[config.mk]
export PLATFORM = sky130hd
export DESIGN_NAME = sram_input_loader
export DESIGN_NICKNAME = d
export VERILOG_FILES = /design/src/rtl/sram_input_loader_pkg.sv /design/src/rtl/sram_input_loader_write_port.sv /design/src/rtl/sram_input_loader.sv
export SDC_FILE = /design/constraint.sdc
export NUM_CORES = 1
export LEC_CHECK = 0
export BUFFER_PORTS_ARGS = -buffer_cell sky130_fd_sc_hd__buf_2
export CAP_MARGIN = 20
export CELL_PAD_IN_SITES_DETAIL_PLACEMENT = 1
export CELL_PAD_IN_SITES_GLOBAL_PLACEMENT = 1
export CORE_MARGIN = 3
export CORE_UTILIZATION = 44
export DETAILED_ROUTE_END_ITERATION = 7
export PLACE_DENSITY_LB_ADDON = 0.1
export SYNTH_ARGS = -nofsm -noshare
export SYNTH_HDL_FRONTEND = slang
export SYNTH_SLANG_ARGS = --single-unit
[constraint.sdc]
create_clock -name clk -period 4.5 [get_ports clk]
set_input_delay 0.225 -clock clk [delete_from_list [all_inputs] [get_ports clk]]
set_output_delay 0.225 -clock clk [all_outputs]
set_load 0.05 [all_outputs]
[src/rtl/sram_input_loader_pkg.sv]
// Shared definitions for the SRAM input loader.
// Holds the loader FSM state encoding, the stream-format constants and a helper
// that validates a matrix dimension word.
package sram_input_loader_pkg;

    typedef enum logic [3:0] {
        StIdle,
        StNrows,
        StNcols,
        StData,
        StTerm,
        StRun,
        StWaitHi,
        StWaitLo,
        StErr
    } loader_state_e;

    localparam logic [15:0] TERMINATOR = 16'h00FF;
    localparam logic [15:0] MIN_DIM    = 16'd3;
    localparam logic [15:0] MAX_DIM    = 16'd16;
    localparam logic [11:0] ADDR_MAX   = 12'hFFF;

    // A dimension word is legal only when it lies in MIN_DIM..MAX_DIM.
    function automatic logic dim_ok(input logic [15:0] dim);
        return (dim >= MIN_DIM) && (dim <= MAX_DIM);
    endfunction

endpackage

[src/rtl/sram_input_loader_write_port.sv]
// loader_write_port: registered write stage for the input SRAM.
// A request on wr_req_i is presented on the SRAM port one cycle later, using the
// current counter value as the address; the counter then advances (saturating
// at ADDR_MAX, never wrapping).
// Ports:
//   clk, reset_b  - clock, asynchronous active-low reset
//   wr_req_i      - write request this cycle
//   wr_data_i     - word to write
//   cnt_clr_i     - return the counter to 0x000
//   cnt_o         - address the next request will use
//   wr_addr_o     - SRAM write address
//   wr_data_o     - SRAM write data
//   wr_en_o       - one-cycle SRAM write strobe
module loader_write_port
    import sram_input_loader_pkg::*;
(
    input  logic        clk,
    input  logic        reset_b,
    input  logic        wr_req_i,
    input  logic [15:0] wr_data_i,
    input  logic        cnt_clr_i,
    output logic [11:0] cnt_o,
    output logic [11:0] wr_addr_o,
    output logic [15:0] wr_data_o,
    output logic        wr_en_o
);

    logic [11:0] cnt_q;
    logic [11:0] addr_q;
    logic [15:0] data_q;
    logic        en_q;

    always_ff @(posedge clk or negedge reset_b) begin
        if (!reset_b) begin
            cnt_q  <= 12'h000;
            addr_q <= 12'h000;
            data_q <= 16'h0000;
            en_q   <= 1'b0;
        end else begin
            en_q <= wr_req_i;
            if (wr_req_i) begin
                // Write uses the pre-increment address.
                addr_q <= cnt_q;
                data_q <= wr_data_i;
                if (cnt_q != ADDR_MAX) begin
                    cnt_q <= cnt_q + 12'd1;
                end
            end else if (cnt_clr_i) begin
                cnt_q <= 12'h000;
            end
        end
    end

    assign cnt_o     = cnt_q;
    assign wr_addr_o = addr_q;
    assign wr_data_o = data_q;
    assign wr_en_o   = en_q;

endmodule

[src/rtl/sram_input_loader.sv]
// sram_input_loader: accepts a batch of matrices (nrows, ncols, row words...),
// writes every accepted word to the input SRAM, appends a terminator, starts the
// convolution datapath and reports completion.
// Ports:
//   clk, reset_b                     - clock, asynchronous active-low reset
//   in_valid/in_ready/in_data/in_last - upstream word stream
//   loader_sram_write_*              - input-SRAM write port
//   dut_run                          - one-cycle datapath start pulse
//   dut_busy                         - datapath busy level
//   load_done                        - one-cycle pulse when the datapath finishes
//   load_err                         - sticky format/overflow error (cleared by reset)
module sram_input_loader (
    input  logic        clk,
    input  logic        reset_b,
    input  logic        in_valid,
    output logic        in_ready,
    input  logic [15:0] in_data,
    input  logic        in_last,
    output logic [11:0] loader_sram_write_address,
    output logic [15:0] loader_sram_write_data,
    output logic        loader_sram_write_enable,
    output logic        dut_run,
    input  logic        dut_busy,
    output logic        load_done,
    output logic        load_err
);

    import sram_input_loader_pkg::*;

    loader_state_e state_q;
    logic [4:0]    rows_left_q;
    logic          dut_run_q;
    logic          load_done_q;

    logic          xfer;
    logic          wr_req;
    logic [15:0]   wr_data;
    logic          cnt_clr;
    logic [11:0]   cnt;
    logic          overflow;

    assign in_ready = (state_q == StNrows) || (state_q == StNcols) || (state_q == StData);
    assign xfer     = in_valid && in_ready;
    // Accepting a word at 0xFFE or above would leave no room for the terminator.
    assign overflow = (cnt >= (ADDR_MAX - 12'd1));

    always_comb begin
        wr_req  = xfer || (state_q == StTerm);
        wr_data = (state_q == StTerm) ? TERMINATOR : in_data;
        cnt_clr = (state_q == StWaitLo) && !dut_busy;
    end

    always_ff @(posedge clk or negedge reset_b) begin
        if (!reset_b) begin
            state_q     <= StIdle;
            rows_left_q <= 5'd0;
            dut_run_q   <= 1'b0;
            load_done_q <= 1'b0;
        end else begin
            dut_run_q   <= 1'b0;
            load_done_q <= 1'b0;
            unique case (state_q)
                StIdle: begin
                    if (in_valid) state_q <= StNrows;
                end
                StNrows: begin
                    if (xfer) begin
                        rows_left_q <= in_data[4:0];
                        if (overflow || in_last || !dim_ok(in_data)) state_q <= StErr;
                        else                                          state_q <= StNcols;
                    end
                end
                StNcols: begin
                    // ncols is only validated; each row arrives as a single word.
                    if (xfer) begin
                        if (overflow || in_last || !dim_ok(in_data)) state_q <= StErr;
                        else                                          state_q <= StData;
                    end
                end
                StData: begin
                    if (xfer) begin
                        rows_left_q <= rows_left_q - 5'd1;
                        if (overflow)                 state_q <= StErr;
                        else if (rows_left_q == 5'd1) state_q <= in_last ? StTerm : StNrows;
                        else if (in_last)             state_q <= StErr;
                    end
                end
                StTerm: begin
                    state_q   <= StRun;
                    dut_run_q <= 1'b1;
                end
                StRun: begin
                    state_q <= StWaitHi;
                end
                StWaitHi: begin
                    if (dut_busy) state_q <= StWaitLo;
                end
                StWaitLo: begin
                    if (!dut_busy) begin
                        state_q     <= StIdle;
                        load_done_q <= 1'b1;
                    end
                end
                StErr: begin
                    state_q <= StErr;
                end
                default: begin
                    state_q <= StErr;
                end
            endcase
        end
    end

    assign dut_run   = dut_run_q;
    assign load_done = load_done_q;
    assign load_err  = (state_q == StErr);

    loader_write_port u_write_port (
        .clk       (clk),
        .reset_b   (reset_b),
        .wr_req_i  (wr_req),
        .wr_data_i (wr_data),
        .cnt_clr_i (cnt_clr),
        .cnt_o     (cnt),
        .wr_addr_o (loader_sram_write_address),
        .wr_data_o (loader_sram_write_data),
        .wr_en_o   (loader_sram_write_enable)
    );

endmodule

==> results of run 1 <==
[power by group]
| group | leakage [uW] | switching (uW) | internal, uW |
|---|---|---|---|
| Sequential | 0.000680 | 0 | 467 |
| Combinational | 0.000692 | 18.2 | 9.57 |
| Clock | 0.0000473 | 150 | 123 |
[flip-flops by register name (all words and copies together) (netlist names)]
signal,cells
dut_run,1
u_write_port.wr_en_o,1
state_q,4
load_done,1
rows_left_q,5
u_write_port.cnt_o,12
u_write_port.wr_addr_o,12
u_write_port.wr_data_o,16
[worst register-to-register path, stage by stage (launching register included)]
cell and delay, ns:
dfrtp_1 0.63, o21ai_0 0.24, mux2_4 0.34, nor2_2 0.66, nand2_1 0.14, a32o_1 0.31
[cell families (layout without fill, tap and decap cells)]
group                    Yosys count  in the layout  share of synthesized area
XOR/XNOR                           5              5                    0.01701
adder cells (fa/ha/maj)            4              4                    0.01944
buffers and inverters             19             70                    0.02867
multiplexers                      15             15                    0.06608
AO/OA/AOI/OAI                     54             54                     0.1390
AND/OR/NAND/NOR                  118            118                     0.2245
flip-flops                        52             52                     0.5053
[synthesized netlist by cell type (all sizes together), types with 2 or more instances]
cell type,n,area share
o21ai,14,0.027
a31oi,4,0.0097
xnor2,3,0.010
clkbuf,8,0.012
a32oi,2,0.0068
nand2,43,0.063
or4,2,0.0073
nor2,18,0.027
ha,4,0.019
a21oi,14,0.027
or2,2,0.0058
nand4,5,0.012
nand3,20,0.039
mux2,13,0.058
buf,3,0.0053
inv,7,0.010
o311ai,3,0.010
xor2,2,0.0068
nor3,8,0.016
dfrtp,52,0.51
or3,4,0.0097
mux2i,2,0.0078
nor4,5,0.012
o41ai,2,0.0068
nand2b,3,0.0073
a21o,3,0.0087
[how the worst min path moves through the flow]
| stage | to | slack, ns |
|---|---|---|
| 6_report | u_write_port.wr_en_o | 0.02 |
| 5_1_grt | u_write_port.wr_en_o | 0.09 |
| 4_1_cts | u_write_port.wr_data_o[4] | 0.05 |
| 3_5_place_dp | u_write_port.wr_en_o | 0.38 |
| 3_3_place_gp | u_write_port.wr_en_o | 0.38 |
| 2_1_floorplan | dut_run | -0.07 |
[cell type report]
class,instances,area [um2],area share
sequential,52,1301,0.4348
multi-input combinational,196,1200,0.4009
timing repair buffer,55,280.3,0.09365
tap,72,90.09,0.03010
clock buffer,6,82.58,0.02759
inverter,8,30.03,0.01003
clock inverter,1,8.758,0.002926
[metrics by stage]
stage / power, uW / worst slack, ns / instance area (um2) / utilization
5_1_grt: 803.5 / 1.822 / 2993 / 0.5369
6_report: 767.9 / 2.083 / 2993 / 0.5369
3_5_place_dp: 504.7 / 2.121 / 2902 / 0.5205
2_1_floorplan: 480.9 / 2.358 / 2575 / -
3_3_place_gp: 504.7 / 2.191 / 2902 / 0.5205
4_1_cts: 777.4 / 2.103 / 2993 / 0.5369
[metal layers]
layer  global-route usage  up-vias
met5                    0        -
met2               0.3550       46
met3              0.03905       13
met1               0.2589     1103
met4              0.06209        0
li1                     -     1058
[cells in the final DEF (no fill, tap or decap), types with 2 or more instances in the layout]
cell type | synthesis | routed
inv_1 | 7 | 7
nand4_1 | 5 | 5
clkbuf_8 | 0 | 6
nand3_1 | 20 | 20
o41ai_1 | 2 | 2
xnor2_1 | 3 | 3
a21o_1 | 3 | 3
nand2b_1 | 3 | 3
buf_2 | 2 | 53
a21oi_1 | 14 | 14
or3_1 | 4 | 4
dfrtp_1 | 52 | 52
nor3_1 | 8 | 8
ha_1 | 4 | 4
nor4_1 | 5 | 5
nor2_1 | 17 | 17
o21ai_0 | 14 | 14
o311ai_0 | 3 | 3
a32oi_1 | 2 | 2
nand2_1 | 43 | 43
buf_4 | 0 | 2
a31oi_1 | 4 | 4
mux2i_1 | 2 | 2
xor2_1 | 2 | 2
mux2_2 | 12 | 12
==> reports/metrics.yaml, run 1 <==
gr-total-overflow: 0
cts_hold_buf: 0
synth_seq_cells: 52
numPortBuffers: 53
postSynthAreaPerCell_um2: 9.644
clock-skew-final_ns: 0.007916
crit_family: "simple AND/OR/NAND/NOR gates"
cp_slowest_cell: "nor2_2"
rr_worst_depth: 5
area_growth_pct: 16.23
fin_nets: 343
maxUsedRoutingLayer: "met4"
die_y_um: 82.50
cpPeakStageDelay_ns: 0.66
start_kind: "flip-flop"
place_inst: 383
die_width_um: 82.50
met1Wirelength_um: 2706
final-hold-violation-count: 0
grt_pass1_vias: 2248
cts.repair.resized: 0
status: "completed"
grt_usage: 0.2052
powerDensity_mw_per_mm2: 256.6
io_pins: 54
antenna_found_initial: 0
dr_total_vias: 2220
relSlewSlack: 0.4297
core_mm2: 0.005574
finalCritPeriodShare: 0.5372
crit_buf_inv: 0
ys_seq_area_frac: 0.5053
rsz0062_at_grt: "false"
setup-tns-final_ns: 0
synth_edf_count: 0
async_reset_ff_frac: 1.000
cts_buffer_depth: 2
ir_drop_mv: 0.1306
holdWs_ns: 0.02269
wl_met3_um: 248
startpoint: "state_q[1]"
setup_viol: 0
period_minus_slack_ns: 2.417
layout-drive-gt1-share: 0.2516
start_util: 0.4620
totalWireLength_um: 6392
synthesis.area_mm2: 0.002575
cts.reportedPaths.clkPinSlew_ns: 0.09
wl_met2_um: 3318
via_per_inst: 5.692
die_area_mm2: 0.006806
grt_pass1_wl_um: 10840
hpwl_um: 4676
cp_cell_sequence: "o21ai_0 -> mux2_4 -> nor2_2 -> nand2_1 -> a32o_1"
reg2reg_to: "u_write_port.cnt_o[8]"
cts_htree_levels: 2
routedWlPerCell_um: 16.39
p_leak_uw: 0.001419
tightest_slew_ns: 0.8546
finalMaxSlewViolations: 0
ff2ff_setup_slack_ns: 2.08
rows: 27
hp-class: "in -> async"
syn-num-nets: 292
yosysWarnings: 0
drc: 0
path_class: "reg -> reg"
num-fill-cells: 674
cts_buffers: 5
crit_cells: 5
place_congestion: 0.7503
tritoncts: "yes"
synthCells: 267
cts.sinks: 52
diodes: 0
worst_ep_required_time_ns: 4.69
cts_root_buffer: "clkbuf_8"
stdcell_count: 390
drt_pre_antenna_iters: 4
ys_types: 52
max_freq_mhz: 413.7
r2r_start: "state_q[1]"
grt_max_degree: 53
synthFlopType: "dfrtp_1"
crit_path_end: "u_write_port.cnt_o[8]"
path_max_fanout: 18
clk_latency_ns: 0.30
cap_violations: 0
ant_nets: 0
drt_iter0_markers: 72
worst_ep_arrival_time_ns: 2.61
crit_path_end_kind: "flip-flop"
cts_setup_buffers: 0
Power figures use the tool's default switching activity.
==> run 2: changes to the inputs <==
- CORE_UTILIZATION: 44 -> 41
- clock period: 4.5 -> 2.48 ns (I/O delays scaled with it)
==> reports/metrics.yaml, run 2 (same netlist as run 1, synthesis figures left out) <==
grt_pass1_wl_um: 11590
final_cell_mix: "53 x buf_2, 52 x dfrtp_1, 43 x nand2_1"
period_minus_slack_ns: 2.280
die_y_um: 85.25
place_congestion: 0.8368
cap_violations: 0
fin_util: 0.5178
seq_area_mm2: 0.001301
dr_total_vias: 2278
core_mm2: 0.005991
path_class: "reg -> reg"
reg2reg_to: "u_write_port.cnt_o[7]"
grt_pass1_vias: 2478
rows: 28
cts.sinks: 52
finalCritPeriodShare: 0.9194
holdWs_ns: 0.04140
worst_ep_arrival_time_ns: 2.52
ir_drop_mv: 0.2049
hp-class: "in -> reg"
max_freq_mhz: 438.6
numPortBuffers: 53
hpwl_um: 4999
cts_root_buffer: "clkbuf_8"
p_leak_uw: 0.001480
io_pins: 54
path_max_fanout: 12
cts_buffers: 5
drt_iter0_markers: 57
multi_input_area_mm2: 0.001200
clock-skew-final_ns: 0.007279
rsz0062_at_grt: "false"
antenna_found_initial: 0
fin_nets: 354
via_per_inst: 5.625
area_growth_pct: 20.46
drt_pre_antenna_iters: 4
crit_path_end: "u_write_port.cnt_o[7]"
rr_worst_depth: 5
relSlewSlack: 0.6137
start_util: 0.4298
final-hold-violation-count: 0
drc: 0
setup-tns-final_ns: 0
die_width_um: 85.25
layout-drive-gt1-share: 0.2727
finalMaxSlewViolations: 0
powerDensity_mw_per_mm2: 484.4
totalWireLength_um: 6689
cts_htree_levels: 2
die_area_mm2: 0.007268
clk_latency_ns: 0.31
tightest_slew_ns: 0.5781
diodes: 0
start_kind: "flip-flop"
cts_buffer_depth: 2
cts_setup_buffers: 0
setup_ws_ns: 0.1999
ant_nets: 0
power.total_uw: 1502
setup_viol: 0
r2r_start: "state_q[0]"
routedWlPerCell_um: 16.52
cts.reportedPaths.clkPinSlew_ns: 0.10
worst_ep_required_time_ns: 2.72
final_common_cell: "buf_2"
crit_path_end_kind: "flip-flop"
gr-total-overflow: 0
tritoncts: "yes"
startpoint: "state_q[0]"
status: "completed"
grt_usage: 0.1983
largest_register_ff_count: 16
ff2ff_setup_slack_ns: 0.20
dpl_worst_slack_ns: 0.2074
num-fill-cells: 714
grt_max_degree: 33
[run 2: layout make-up]
class                      instances  share of cell area
clock buffer                       6             0.02340
inverter                           8            0.009681
timing repair buffer              66              0.1178
tap                               75             0.03025
multi-input combinational        196              0.3868
sequential                        52              0.4195
clock inverter                     2             0.01251
[run 2: report_power, final]
group	internal, uW	switching (uW)
registers	847	0
clock network	306	296
logic	19.5	34.2
[run 2: worst max-delay path, stage by stage (launching register included)]
cell and delay (ns):
dfrtp_1 0.59, o21ai_0 0.22, mux2_4 0.34, or4_4 0.55, or3_1 0.36, a21oi_1 0.14
[run 2: per-layer routing]
metal  share of wire  GRT usage  wire [um]
met4           0.014    0.07194         96
met2            0.53     0.3524       3540
met5               0          0          0
met3           0.036    0.03689        243
met1            0.42     0.2380       2809
[run 2: stage by stage]
stage	instances	area, um2
floorplan	267	2575
global placement	396	2980
detailed placement	396	2980
CTS	405	3102
global route	405	3102
finish	405	3102
[run 2: worst min-delay path by stage]
stage,slack [ns],cells past startpoint,from,end
global route,0.06,3,in_data[8],u_write_port.wr_data_o[8]
global placement,0.13,2,reset_b,u_write_port.wr_en_o
detailed placement,0.13,2,reset_b,u_write_port.wr_en_o
finish,0.04,3,in_data[5],u_write_port.wr_data_o[5]
CTS,0.03,3,in_data[5],u_write_port.wr_data_o[5]
floorplan,-0.17,0,reset_b,dut_run
[run 2: what timing repair did]
action,CTS,global route
hold endpoints to repair,52,0
gates resized for setup,0,0
hold buffers,1,0
==> run 3: changes to the inputs <==
- CELL_PAD_IN_SITES_DETAIL_PLACEMENT: 1 -> unset
- CELL_PAD_IN_SITES_GLOBAL_PLACEMENT: 1 -> unset
- CORE_MARGIN: 3 -> 2
- CORE_UTILIZATION: 41 -> 54
- PLACE_DENSITY: unset -> 0.79
- PLACE_DENSITY_LB_ADDON: 0.1 -> unset
==> reports/metrics.yaml, run 3 (same netlist as run 1, synthesis figures left out) <==
totalWireLength_um: 5488
status: "completed"
p_sw_uw: 303.3
grt_pass1_wl_um: 9542
finalCritPeriodShare: 0.8886
drt_iter0_markers: 93
powerDensity_mw_per_mm2: 506.2
gr-total-overflow: 0
setup_viol: 0
dr_total_vias: 2226
io_pins: 54
grt_pass1_vias: 2121
diodes: 0
clockPowerShare: 0.427
path_max_fanout: 13
clk_latency_ns: 0.31
crit_buf_inv: 1
cts.sinks: 52
tritoncts: "yes"
crit_path_end_kind: "flip-flop"
final_cell_mix: "53 x buf_2, 52 x dfrtp_1, 43 x nand2_1"
p_leak_uw: 0.001490
rows: 25
path_class: "reg -> reg"
grt_max_degree: 53
routedWlPerCell_um: 14.33
area_growth_pct: 20.12
swShare: 0.1937
worst_ep_required_time_ns: 2.72
crit_family: "simple AND/OR/NAND/NOR gates"
holdWs_ns: 0.04795
place_congestion: 0.8890
start_util: 0.5525
cpPeakStageDelay_ns: 0.55
ant_nets: 0
numPortBuffers: 53
period_minus_slack_ns: 2.204
antenna_found_initial: 0
ir_drop_mv: 0.2968
cts_setup_buffers: 0
hpwl_um: 3848
cts_root_buffer: "clkbuf_8"
grt_usage: 0.2282
die_y_um: 73.06
cts_htree_levels: 2
final_common_cell: "buf_2"
cts_hold_buf: 1
drc: 0
cts_buffers: 5
cp_slowest_cell: "or4_4"
final-hold-violation-count: 0
hp-class: "in -> reg"
clock-skew-final_ns: 0.005375
cp_cell_sequence: "buf_4 -> o21ai_0 -> mux2_4 -> or4_4 -> or3_1 -> a21oi_1"
cts.reportedPaths.clkPinSlew_ns: 0.09
multi_input_area_mm2: 0.001200
via_per_inst: 5.812
setup-tns-final_ns: 0
cts_buffer_depth: 2
layout-drive-gt1-share: 0.2736
fin_nets: 354
core_mm2: 0.004661
finalMaxSlewViolations: 0
rsz0062_at_grt: "false"
relSlewSlack: 0.5711
worst_ep_arrival_time_ns: 2.45
cap_violations: 0
die_area_mm2: 0.005337
power_frac_comb: 0.032
setup_ws_ns: 0.2762
drt_pre_antenna_iters: 4
start_kind: "flip-flop"
power_frac_seq: 0.541
largest_register_ff_count: 16
dpl_worst_slack_ns: 0.3008
die_width_um: 73.06
num-fill-cells: 393
seq_area_mm2: 0.001301
cts.repair.resized: 0
p_int_uw: 1262
max_freq_mhz: 453.8
tightest_slew_ns: 0.6433
run 3: layer usage:
metal / share of wire / vias up / wire, um / global-route usage
li1: - / 1083 / - / -
met2: 0.48 / 63 / 2638 / 0.3894
met1: 0.46 / 1074 / 2542 / 0.2887
met3: 0.044 / 6 / 242 / 0.04834
met5: 0 / - / 0 / 0
met4: 0.012 / 0 / 64 / 0.07202
run 3: worst min-delay path, stage by stage:
cell     delay (ns)
buf_2          0.08
nand2_1        0.04
nand3_1        0.07
run 3: worst paths after layout:
path	from	end	slack (ns)	depth (start not counted)
setup / recovery	state_q[1]	u_write_port.cnt_o[7]	0.28	6
hold / removal	in_data[5]	u_write_port.wr_data_o[5]	0.05	3
setup reg to reg	state_q[1]	u_write_port.cnt_o[7]	0.28	6
hold reg to reg	u_write_port.wr_data_o[2]	u_write_port.wr_data_o[2]	0.50	2
max in group asynchronous	reset_b	u_write_port.wr_data_o[2]	1.59	3
min in group asynchronous	reset_b	u_write_port.wr_en_o	0.44	3
run 3: area by class of cell:
type,instances,share of cell area
well taps,54,0.02184
multi-input cells,196,0.3879
inverters,8,0.009709
flip-flops and latches,52,0.4207
repair buffers,66,0.1181
clock inverters,2,0.01942
clock buffers,5,0.02225
run 3: power groups by stage:
stage                     logic, uW  clock network [uW]  registers [uW]
after detailed placement       50.2                   0             864
after global routing           58.0                 709             847
after global placement         50.1                   0             864
after floorplan                8.45                   0             864
final                          50.1                 669             847
after CTS                      51.7                 682             847
run 3: per-stage QoR:
step | util | std cells | total power [uW] | cell area [um2]
global placement | 0.6338 | 375 | 914.0 | 2954
detailed placement | 0.6338 | 375 | 914.1 | 2954
CTS | 0.6636 | 383 | 1581 | 3093
global route | 0.6636 | 383 | 1614 | 3093
finish | 0.6636 | 383 | 1566 | 3093
floorplan | - | 267 | 872.6 | 2575
